## config.mk

```make
export PLATFORM = sky130hd
export DESIGN_NAME = dmem_ctrl
export DESIGN_NICKNAME = d
export VERILOG_FILES = /design/src/rtl/dmem_pkg.sv /design/src/rtl/dmem_lane.sv /design/src/rtl/dmem_ctrl.sv
export SDC_FILE = /design/constraint.sdc
export NUM_CORES = 1
export LEC_CHECK = 0
export CAP_MARGIN = 20
export CORE_MARGIN = 5
export CORE_UTILIZATION = 25
export CTS_CLUSTER_SIZE = 20
export DETAILED_ROUTE_END_ITERATION = 7
export GPL_TIMING_DRIVEN = 0
export HOLD_SLACK_MARGIN = 0.08
export PLACE_DENSITY_LB_ADDON = 0.1
export SYNTH_ARGS = -nofsm -noshare
export SYNTH_HDL_FRONTEND = slang
export SYNTH_HIERARCHICAL = 1
export SYNTH_SLANG_ARGS = --single-unit
```

## constraint.sdc

```tcl
create_clock -name clk -period 5.5 [get_ports clk]
set_clock_uncertainty 0.2 [all_clocks]
set_input_delay 1.1 -clock clk [delete_from_list [all_inputs] [get_ports clk]]
set_output_delay 1.1 -clock clk [all_outputs]
set_load 0.1 [all_outputs]
```

## src/rtl/dmem_pkg.sv

```systemverilog
// Shared encodings for the data-memory controller: access sizes, FSM states
// and the alignment rule.
package dmem_pkg;

   localparam logic [1:0] SZ_BYTE = 2'd0;
   localparam logic [1:0] SZ_HALF = 2'd1;
   localparam logic [1:0] SZ_WORD = 2'd2;

   typedef enum logic [2:0] {
      IDLE,
      RD,
      CAP,
      WR,
      RESP
   } state_t;

   // Size 3 is never legal; halves need an even address, words a 4-byte boundary.
   function automatic logic misaligned(input logic [1:0] size, input logic [1:0] offset);
      case (size)
         SZ_BYTE: misaligned = 1'b0;
         SZ_HALF: misaligned = offset[0];
         SZ_WORD: misaligned = (offset != 2'b00);
         default: misaligned = 1'b1;
      endcase
   endfunction

endpackage

```

## src/rtl/dmem_lane.sv

```systemverilog
// Big-endian lane steering: sub-word store merge and load extraction with
// optional sign extension. Purely combinational.
module dmem_lane
   import dmem_pkg::*;
(
   input  logic [31:0] rword,
   input  logic [31:0] wdata,
   input  logic [1:0]  offset,
   input  logic [1:0]  size,
   input  logic        sign,
   output logic [31:0] merged,
   output logic [31:0] extended
);

   function automatic logic [31:0] merge(input logic [31:0] rw, input logic [31:0] wd,
                                         input logic [1:0] off, input logic [1:0] sz);
      logic [31:0] word;
      word = rw;
      case (sz)
         SZ_BYTE: begin
            case (off)
               2'd0:    word[31:24] = wd[7:0];
               2'd1:    word[23:16] = wd[7:0];
               2'd2:    word[15:8]  = wd[7:0];
               default: word[7:0]   = wd[7:0];
            endcase
         end
         SZ_HALF: begin
            if (off[1]) word[15:0]  = wd[15:0];
            else        word[31:16] = wd[15:0];
         end
         SZ_WORD: word = wd;
         default: word = rw;
      endcase
      return word;
   endfunction

   function automatic logic [31:0] extract(input logic [31:0] rw, input logic [1:0] off,
                                           input logic [1:0] sz, input logic sg);
      logic signed [7:0]  b;
      logic signed [15:0] h;
      logic signed [31:0] ext;
      case (off)
         2'd0:    b = rw[31:24];
         2'd1:    b = rw[23:16];
         2'd2:    b = rw[15:8];
         default: b = rw[7:0];
      endcase
      h = off[1] ? rw[15:0] : rw[31:16];
      case (sz)
         SZ_BYTE: ext = sg ? 32'(b) : {24'd0, b};
         SZ_HALF: ext = sg ? 32'(h) : {16'd0, h};
         SZ_WORD: ext = rw;
         default: ext = '0;
      endcase
      return ext;
   endfunction

   assign merged   = merge(rword, wdata, offset, size);
   assign extended = extract(rword, offset, size, sign);

endmodule

```

## src/rtl/dmem_ctrl.sv

```systemverilog
// MEM-stage controller for a word-wide syncram: one request at a time,
// read-modify-write for sub-word stores, extended load data, alignment errors.
module dmem_ctrl
   import dmem_pkg::*;
(
   input  logic        clk,
   input  logic        rst,
   input  logic        req_valid,
   output logic        req_ready,
   input  logic        req_we,
   input  logic [1:0]  req_size,
   input  logic        req_signed,
   input  logic [31:0] req_addr,
   input  logic [31:0] req_wdata,
   output logic        resp_valid,
   output logic [31:0] resp_rdata,
   output logic        resp_err,
   output logic        ram_cs,
   output logic        ram_oe,
   output logic        ram_we,
   output logic [31:0] ram_addr,
   output logic [31:0] ram_din,
   input  logic [31:0] ram_dout
);

   state_t      state, next;
   logic        we_r, sign_r, err_r;
   logic [1:0]  size_r;
   logic [31:0] addr_r, wdata_r, rbuf, rbuf_next, merge_r, rdata_r;
   logic [31:0] merged, extended;
   logic        accept, bad;

   assign req_ready = (state == IDLE) && !rst;
   assign accept    = req_valid && req_ready;
   assign bad       = misaligned(req_size, req_addr[1:0]);

   // The RAM word is only valid during CAP; the lane sees it there directly.
   assign rbuf_next = (state == CAP) ? ram_dout : rbuf;

   dmem_lane u_lane (
      .rword    (rbuf_next),
      .wdata    (wdata_r),
      .offset   (addr_r[1:0]),
      .size     (size_r),
      .sign     (sign_r),
      .merged   (merged),
      .extended (extended)
   );

   always_ff @(posedge clk or posedge rst) begin
      if (rst) begin
         state   <= IDLE;
         we_r    <= 1'b0;
         sign_r  <= 1'b0;
         size_r  <= 2'd0;
         addr_r  <= '0;
         wdata_r <= '0;
         rbuf    <= '0;
         merge_r <= '0;
         rdata_r <= '0;
         err_r   <= 1'b0;
      end else begin
         state <= next;
         rbuf  <= rbuf_next;
         case (state)
            IDLE: begin
               if (accept) begin
                  we_r    <= req_we;
                  sign_r  <= req_signed;
                  size_r  <= req_size;
                  addr_r  <= req_addr;
                  wdata_r <= req_wdata;
                  merge_r <= req_wdata;
                  rdata_r <= '0;
                  err_r   <= bad;
               end
            end
            CAP: begin
               if (we_r) merge_r <= merged;
               else      rdata_r <= extended;
            end
            default: ;
         endcase
      end
   end

   always_comb begin
      next       = state;
      ram_cs     = 1'b0;
      ram_oe     = 1'b0;
      ram_we     = 1'b0;
      resp_valid = 1'b0;
      case (state)
         IDLE: begin
            if (accept) begin
               if (bad)                              next = RESP;
               else if (req_we && req_size == SZ_WORD) next = WR;
               else                                  next = RD;
            end
         end
         RD: begin
            ram_cs = 1'b1;
            ram_oe = 1'b1;
            next   = CAP;
         end
         CAP:  next = we_r ? WR : RESP;
         WR: begin
            ram_cs = 1'b1;
            ram_we = 1'b1;
            next   = RESP;
         end
         RESP: begin
            resp_valid = 1'b1;
            next       = IDLE;
         end
         default: next = IDLE;
      endcase
   end

   assign resp_rdata = resp_valid ? rdata_r : 32'd0;
   assign resp_err   = resp_valid & err_r;
   assign ram_addr   = {addr_r[31:2], 2'b00};
   assign ram_din    = merge_r;

endmodule

```

# --- Word level (Yosys, flattened, before mapping) ---
# Cells that the tools add are included.
totals:
  register_bits: 168
  inputBits: 103
  out_inout_bits: 102
classes:
  n_eq_ne: 13
  muxes: 30
  bitwise: 1
  reduce_logical: 15
ops:
  columns: ["operator", "n"]
  rows:
  - ["two-way mux 32 bit", 8]
  - ["case mux 32 bit (3 select lines)", 2]
  - ["case mux 32 bit (2 select lines)", 2]
  - ["two-way mux 16 bit", 3]
  - ["two-way mux 8 bit", 4]
  - ["case mux 8 bit (3 select lines)", 1]
  - ["case mux 3 bit (4 select lines)", 1]
  - ["two-way mux 3 bit", 3]
  - ["equality test 2 x 1 -> 1 bit, second input constant", 3]
  - ["equality test 2 bit, second input constant", 3]
  - ["equality test 3 x 2 -> 1 bit, second input constant", 2]
  - ["logical NOT 2 bit", 3]
  - ["inequality test 2 bit, second input constant", 3]
  - ["AND reduction 3 bit", 2]
  - ["two-way mux 1 bit", 4]
  - ["nonzero test 2 bit", 2]
  - ["equality test 3 x 1 -> 1 bit, second input constant", 1]
  - ["equality test 3 bit, second input constant", 1]
  - ["logical AND 1 bit", 3]
  - ["logical NOT 3 bit", 1]
  - ["case mux 1 bit (3 select lines)", 1]
  - ["OR reduction 3 bit", 1]
  - ["two-way mux 2 bit", 1]
  - ["AND reduction 2 bit", 1]
  - ["other kinds (3)", 3]

# --- Logic depth before layout (Yosys ltp) ---
# Gate-level depths: netlist of run 1.
logic_depth:
  word_depth: 7
  mapped_depth: 10
  ltp_nobuf: 8

# --- Hierarchy ---
# The synthesis of run 1 kept the hierarchy.
modules_own_cells:
  columns: ["mod", "n_inst", "cells_each", "area_per_inst_um2", "seq_area_each_um2"]
  rows:
  - ["dmem_ctrl", 1, 488, 7184.4, 4204.0]
  - ["dmem_lane", 1, 259, 1871.8, 0.0]

# --- Least setup slack after synthesis of run 1 ---
# OpenSTA, ideal clock, no wires.
synth_path:
  kind: "input to output"
  startpoint: "input port rst"
  endpoint: "output port req_ready"
  t_arrival_ps: 3163
  path_slack_ps: 1037
  cell_stages: 1
  cell_sequence: "nor3_1"
synth_via:
  elab_chain_cells: 2
synth_lines:
  columns: ["item", "line", "source"]
  rows:
  - ["start: declaration", "dmem_ctrl.sv:7", "input logic rst,"]
  - ["logical NOT 1 bit (no source line)", null, null]
  - ["logical AND 1 bit", "dmem_ctrl.sv:33", "assign req_ready = (state == IDLE) && !rst;"]
  - ["end: declaration", "dmem_ctrl.sv:9", "output logic req_ready,"]
# No other way between the ends.

# --- Final worst setup path of run 1 ---
layout_path:
  startpoint: "register state[1]"
  endpoint: "output port resp_rdata[4]"
layout_via:
  elab_chain_cells: 3
layout_lines:
  columns: ["item", "line", "source"]
  rows:
  - ["start: declaration", "dmem_ctrl.sv:26", "state_t state, next;"]
  - ["start signal: assignment", "dmem_ctrl.sv:63", "state <= next;"]
  - ["equality test 3 bit", "dmem_ctrl.sv:93", "case (state)"]
  - ["two-way mux 1 bit", "dmem_ctrl.sv:93", null]
  - ["two-way mux 32 bit", "dmem_ctrl.sv:120", "assign resp_rdata = resp_valid ? rdata_r : 32'd0;"]
  - ["end: declaration", "dmem_ctrl.sv:16", "output logic [31:0] resp_rdata,"]
# No other way between the ends.

==> impl_metrics.tcl, run 1 <==
set metrics [dict create \
    outcome "finished, final reports clean" \
    cts_tree "done" \
    clk_pin_slew_ps 60 \
    cp.required_ps 4200 \
    layout_commonest_cell "clkdlybuf4s50_1" \
    synth_enable_flop_cells 0 \
    antenna_found_initial 2 \
    cts_resized 0 \
    cp-start-kind "flip-flop" \
    path_class "flip-flop to primary output" \
    finalSetupViolCount 0 \
    vias 6923 \
    die_area_sq_um 40100 \
    cp_num_buf_inv 4 \
    root_buffer "clkbuf_16" \
    holdCritPathClass "flip-flop to flip-flop" \
    crit_top_cell "buf_2" \
    cp_cell_sequence "buf_2, nor3b_1, buf_2, clkbuf_1, and2_1, clkdlybuf4s50_1" \
    wl_mm 31.6 \
    clk_path_buf_depth 2 \
    cp-startpoint "state[1]" \
    first_iter_violations 359 \
    arrival_ps 3180 \
    fp-row-count 69 \
    worstHoldStart "wdata_r[26]" \
    crit_slowest_cell "clkdlybuf4s50_1" \
    nets 1077 \
    cts_buffers 17 \
    synth_top_area_share_pct 46.4 \
    viasPerCell 4.78 \
    max_stage_delay_ps 1150 \
    mostFrequentLayoutCells "202 x clkdlybuf4s50_1, 168 x dfrtp_1, 142 x mux2_2, 42 x mux2_1, 42 x mux2i_1" \
    yosysWarnings 6 \
    syn-instance-count 747 \
    max_freq_ghz 0.223 \
    grt_util_all_layers_pct 15.4 \
    utilization_pct 34.7 \
    hold_viol 0 \
    overflow 0 \
    synthesis.area_sq_um 9060 \
    ys_ff_latch 168 \
    cp_top_family "buffers and inverters" \
    gp_congestion 0.820 \
    holdPathStages 1 \
    cts_hold_buf 0 \
    die_y_um 200 \
    rsz0062_at_grt "no" \
    use_met1_pct 20.8 \
    ys_seq_area_share_pct 46.4 \
    grt_max_degree 40 \
    first_pass_iters 5 \
    reg2reg_slack_ps 1530 \
    hpwlAfterDp_mm 24.2 \
    cts_setup_buffers 0 \
    worst_slew_pin_slew_ps 1060 \
    drtAntennaViolNets 0 \
    tns_ps 0 \
    grt_pass1_wl_mm 47.7 \
    async_flop_share_pct 100 \
    multi_input_area_sq_um 4280 \
    min_period_over_period_pct 81.4 \
    max_cap_viol_count 0 \
    drive_gt1_share_pct 25.4 \
    first_global_vias 7185 \
    use_met3_pct 3.59 \
    grt.busiest_layer "met2" \
    path_max_fanout 10 \
    r2r_end "rdata_r[26]" \
    io_pins 205 \
    cp.depth 6 \
    area_delta_synth_final_pct 36.5 \
    yosysTopAreaCell "dfrtp_1" \
    ys_types 44 \
    yosys-top-cells-area "dfrtp_1 46%, mux2_2 18%, mux2_1 5.2%" \
    dieWidth_um 200 \
    reg2reg_from "state[2]" \
    clock_sinks 168 \
    coreArea_sq_um 35700 \
    fin_crit_ps 4480 \
    reg2reg_depth 10 \
    regArea_sq_um 4200 \
    hold_path_end "wdata_r[26]" \
    portBuffers 202 \
    end_kind "primary output" \
    drv_slew 0 \
    worstSkewPairLatency_ps 430 \
    wl_per_cell_um 21.8 \
    start_util_pct 25.4 \
    nFillCells 3584 \
    use_met2_pct 25.0 \
    htree_levels 4 \
    avgSynthCellArea_sq_um 12.1 \
    synthFlopType "dfrtp_1" \
    drc 0 \
    relSlewSlack_pct 28.8 \
]
-- final cells by class --
cell class	instances	share of cell area (%)
Clock buffer	19	3.58
Clock inverter	13	1.37
Timing Repair Buffer	207	17.0
Multi-Input combinational cell	487	34.6
Sequential cell	168	34.0
Inverter	4	0.152
Tap cell	461	4.67
Antenna cell	1	0.0202
Buffer	89	4.55
-- flip-flops by register name (all words and copies together) (netlist names) --
signal   count
addr_r      32
err_r        1
ram_din     32
rbuf        32
rdata_r     32
sign_r       1
size_r       2
state        3
wdata_r     32
we_r         1
-- per-layer routing --
metal  part of all wire, %  wire length, um  up-vias
met5                 0.041               13        -
met4                   2.0              617        2
met3                   4.8             1520       35
met2                    48            15000      174
met1                    46            14400     3490
li1                      -                -     3222
-- per-stage QoR --
stage	hold slack, ps	area, sq um	setup slack [ps]	instances
2_1_floorplan	254	9060	1040	748
3_3_place_gp	268	11700	270	1411
3_5_place_dp	278	11700	891	1415
4_1_cts	299	12400	397	1447
5_1_grt	301	12400	766	1449
6_report	290	12400	1020	1449
-- worst register-to-register path: stages (launching register included) --
cell,delay (ps)
dfrtp_1,450
or2_1,260
buf_4,180
nor2_2,300
buf_4,270
mux2_2,430
mux2_1,330
a222oi_1,820
buf_4,300
o21ai_0,110
a22o_1,220
-- cells by family after synthesis --
group	share of synthesized area, %
AOI/OAI and AO/OA	13.2
buffers and inverters	6.38
DFF	46.4
muxes	27.5
other	0.0414
and+or+nand+nor	6.48
-- synthesized netlist by cell type (2+ instances only) --
cell type / number
a221o_1: 7
a221oi_1: 16
a22o_1: 32
a22oi_1: 30
and2_1: 35
buf_1: 3
buf_2: 18
buf_4: 39
buf_6: 8
clkbuf_1: 21
dfrtp_1: 168
inv_1: 4
mux2_1: 42
mux2_2: 142
mux2i_1: 42
nand2_1: 28
nand3_1: 7
nor2_1: 6
nor2b_1: 14
nor3_1: 2
nor3b_1: 3
o21ai_0: 24
o21ai_1: 5
o221ai_1: 23
o22ai_1: 9
-- worst max path at each step --
stage,endpoint
finish,resp_rdata[4]
global route,resp_rdata[2]
CTS,resp_rdata[4]
detailed placement,resp_rdata[4]
global placement,ram_din[0]
floorplan,req_ready
Power of run 1 is left out: the tool's default activity adds up to more than one toggle a clock period on the data nets, which glitch-free logic cannot reach.
==> run 2, diff against run 1 <==
- clock period: 5.5 -> 4.1 ns (I/O delays scaled with it)
==> impl_metrics.tcl, run 2 (synthesized netlist as in run 1, its figures left out) <==
set metrics [dict create \
    outcome "finished, final reports clean" \
    holdCritPathClass "flip-flop to flip-flop" \
    viasPerCell 4.79 \
    grt_util_all_layers_pct 15.4 \
    die_area_sq_um 40100 \
    portBuffers 202 \
    cp.required_ps 3080 \
    path_max_fanout 10 \
    nets 1078 \
    end_kind "primary output" \
    hpwlAfterDp_mm 24.2 \
    htree_levels 4 \
    root_buffer "clkbuf_16" \
    max_stage_delay_ps 850 \
    utilization_pct 34.4 \
    antenna_found_initial 2 \
    drtAntennaViolNets 0 \
    worst_slew_pin_slew_ps 1060 \
    max_cap_viol_count 0 \
    gp_congestion 0.820 \
    hold_viol 0 \
    cp_top_family "buffers and inverters" \
    cts_hold_buf 0 \
    clk_pin_slew_ps 60 \
    first_iter_violations 369 \
    cp_cell_sequence "buf_2, nor3b_2, buf_2, and2_1, dlygate4sd2_1" \
    worstSkewPairLatency_ps 430 \
    whs_ps 290 \
    grt_pass1_wl_mm 47.7 \
    cts_tree "done" \
    fp-row-count 69 \
    coreArea_sq_um 35700 \
    cts_buffers 17 \
    grt_max_degree 40 \
    fin_crit_ps 3890 \
    drc 0 \
    crit_top_cell "buf_2" \
    cp-start-kind "flip-flop" \
    clk_path_buf_depth 2 \
    dp.cells 1415 \
    first_global_vias 7185 \
    clock_sinks 168 \
    drive_gt1_share_pct 27.6 \
    relSlewSlack_pct 28.8 \
    wl_per_cell_um 21.8 \
    path_class "flip-flop to primary output" \
    arrival_ps 2870 \
    finalSetupViolCount 0 \
    instances_no_fill 1451 \
    dieWidth_um 200 \
    area_delta_synth_final_pct 35.6 \
    min_period_over_period_pct 94.8 \
    first_pass_iters 7 \
    max_freq_ghz 0.257 \
    mostFrequentLayoutCells "168 x dfrtp_1, 168 x clkdlybuf4s50_1, 142 x mux2_2, 42 x mux2_1, 42 x mux2i_1" \
    vias 6944 \
    crit_slowest_cell "dlygate4sd2_1" \
    cp_num_buf_inv 3 \
    io_pins 205 \
    drv_slew 0 \
    rsz0062_at_grt "no" \
    wl_mm 31.6 \
    die_y_um 200 \
    overflow 0 \
    start_util_pct 25.4 \
]
==> run 2: cell count changes in the layout (fill, tap and decap cells not counted), moves of 2 or more <==
| cell | before | now |
|---|---|---|
| clkdlybuf4s50_1 | 202 | 168 |
| clkdlybuf4s15_1 | 0 | 8 |
| clkbuf_2 | 0 | 19 |
| dlygate4sd2_1 | 0 | 6 |
| buf_4 | 39 | 41 |
==> run 2: timing repair <==
action                     4_1_cts  5_1_grt
resized for setup               40       43
setup buffers                    0        2
setup endpoints to repair       34       37
cloned                           0        0
pin swaps                        0        1
==> run 2: path summary, 6_finish.rpt <==
kind	end	slack, ps	cells after the start	startpoint
setup / recovery	resp_rdata[29]	210	5	state[1]
hold / removal	wdata_r[26]	290	1	wdata_r[26]
setup reg to reg	rdata_r[10]	400	9	state[2]
hold reg to reg	wdata_r[26]	290	1	wdata_r[26]
max in group asynchronous	wdata_r[1]	1800	5	rst
min in group asynchronous	addr_r[9]	740	2	rst
==> run 2: metal layers <==
metal	track usage, %	up-vias	share of wire (%)
met5	0	-	0.041
met1	20.8	3500	46
met2	25.0	185	48
met3	3.59	34	4.7
met4	4.42	2	2.0
li1	-	3223	-
==> run 2: metrics by stage <==
stage | setup WS, ps | area [sq um] | TNS (ps)
final | 214 | 12300 | 0
after global routing | 0.00666 | 12300 | 0
after CTS | 5.12 | 12300 | 0
after detailed placement | -229 | 11700 | -5380
after global placement | -850 | 11700 | -143380
after floorplan | 197 | 9060 | 0
==> run 2: area by class of cell <==
type / count / area [sq um]
Timing Repair Buffer: 208 / 2020
Clock inverter: 13 / 169
Clock buffer: 19 / 443
Inverter: 4 / 18.8
Buffer: 89 / 563
Multi-Input combinational cell: 487 / 4280
Antenna cell: 2 / 5.00
Fill cell: 3598 / 23400
Tap cell: 461 / 577
Sequential cell: 168 / 4200
Power of run 2 is left out for the same reason.
==> run 3, diff against run 2 <==
- CTS_BUF_LIST: default -> sky130_fd_sc_hd__clkbuf_4
- CTS_CLUSTER_DIAMETER: default -> 60
- RECOVER_POWER: default -> 50
==> impl_metrics.tcl, run 3 (synthesized netlist as in run 1, its figures left out) <==
set metrics [dict create \
    outcome "finished with violations" \
    violations "capacitance limit" \
    first_global_vias 7204 \
    cts_hold_buf 0 \
    min_period_over_period_pct 95.4 \
    path_max_fanout 10 \
    fp-row-count 69 \
    arrival_ps 2890 \
    clk_path_buf_depth 2 \
    grt_max_degree 40 \
    place_ws_ps -229 \
    cp-start-kind "flip-flop" \
    first_pass_iters 5 \
    gp_congestion 0.820 \
    finalSetupViolCount 0 \
    start_util_pct 25.4 \
    wl_mm 31.6 \
    hold_viol 0 \
    first_iter_violations 390 \
    dieWidth_um 200 \
    io_pins 205 \
    drc 0 \
    clock_sinks 168 \
    root_buffer "clkbuf_4" \
    drtAntennaViolNets 0 \
    vias 6992 \
    max_freq_ghz 0.256 \
    nets 1078 \
    cts_buffers 17 \
    overflow 0 \
    rsz0062_at_grt "no" \
    clk_pin_slew_ps 130 \
    fin_crit_ps 3910 \
    hpwlAfterDp_mm 24.2 \
    worst_slew_pin_slew_ps 1480 \
    regArea_sq_um 4200 \
    end_kind "primary output" \
    drv_slew 0 \
    setup_slack_ps 190 \
    tns_ps 0 \
    drive_gt1_share_pct 26.8 \
    holdCritPathClass "flip-flop to flip-flop" \
    coreArea_sq_um 35700 \
    cp.required_ps 3080 \
    relSlewSlack_pct 1.07 \
    nFillCells 3639 \
    mostFrequentLayoutCells "168 x dfrtp_1, 166 x clkdlybuf4s50_1, 133 x mux2_2, 51 x mux2_1, 42 x mux2i_1" \
    worstSkewPairLatency_ps 600 \
    htree_levels 4 \
    layout_commonest_cell "dfrtp_1" \
    grt_util_all_layers_pct 15.5 \
    utilization_pct 33.8 \
    cts_tree "done" \
    multi_input_area_sq_um 4280 \
    area_delta_synth_final_pct 33.0 \
    portBuffers 202 \
    grt_pass1_wl_mm 47.9 \
    die_area_sq_um 40100 \
    max_cap_viol_count 1 \
    path_class "flip-flop to primary output" \
    viasPerCell 4.82 \
    die_y_um 200 \
    wl_per_cell_um 21.8 \
    antenna_found_initial 2 \
]
run 3: path summary, 6_finish.rpt:
path / from / end / slack [ps] / cells after the start
max in group asynchronous: rst / wdata_r[1] / 500 / 5
max reg2reg: state[0] / rdata_r[10] / 220 / 9
min: wdata_r[26] / wdata_r[26] / 310 / 1
min in group asynchronous: rst / addr_r[9] / 860 / 2
max: state[1] / req_ready / 190 / 4
min reg2reg: wdata_r[26] / wdata_r[26] / 310 / 1
run 3: what timing repair did:
action                     CTS  global route
setup endpoints to repair   34            30
gates resized for setup     96             2
setup buffers                0             2
pin swaps                    0             1
run 3: stage by stage:
step,std cells,hold WS [ps],area (sq um)
finish,1450,306,12000
global route,1450,318,12000
CTS,1447,315,12100
detailed placement,1415,278,11700
global placement,1411,268,11700
floorplan,748,254,9060
run 3: worst max-delay path: stages (launching register included):
cell	delay, ps
dfrtp_1	450
buf_2	230
buf_2	250
nor3_1	200
clkdlybuf4s50_1	1180
run 3: final cells by class:
cell class	instances	share of cell area, %
plain buffers	89	4.42
repair buffers	208	17.7
inverters	4	0.135
well taps	461	4.79
clock inverters	14	1.43
clock buffers	18	1.12
diodes	1	0.0208
flip-flops and latches	168	34.9
multi-input cells	487	35.5
run 3: layer usage:
layer / vias up / GRT usage (%) / routed length [um]
met3: 32 / 3.17 / 1440
met4: 2 / 3.98 / 470
met2: 181 / 25.4 / 15300
li1: 3227 / - / -
met5: - / 0 / 13
met1: 3550 / 21.1 / 14400
Power of run 3 is left out for the same reason.
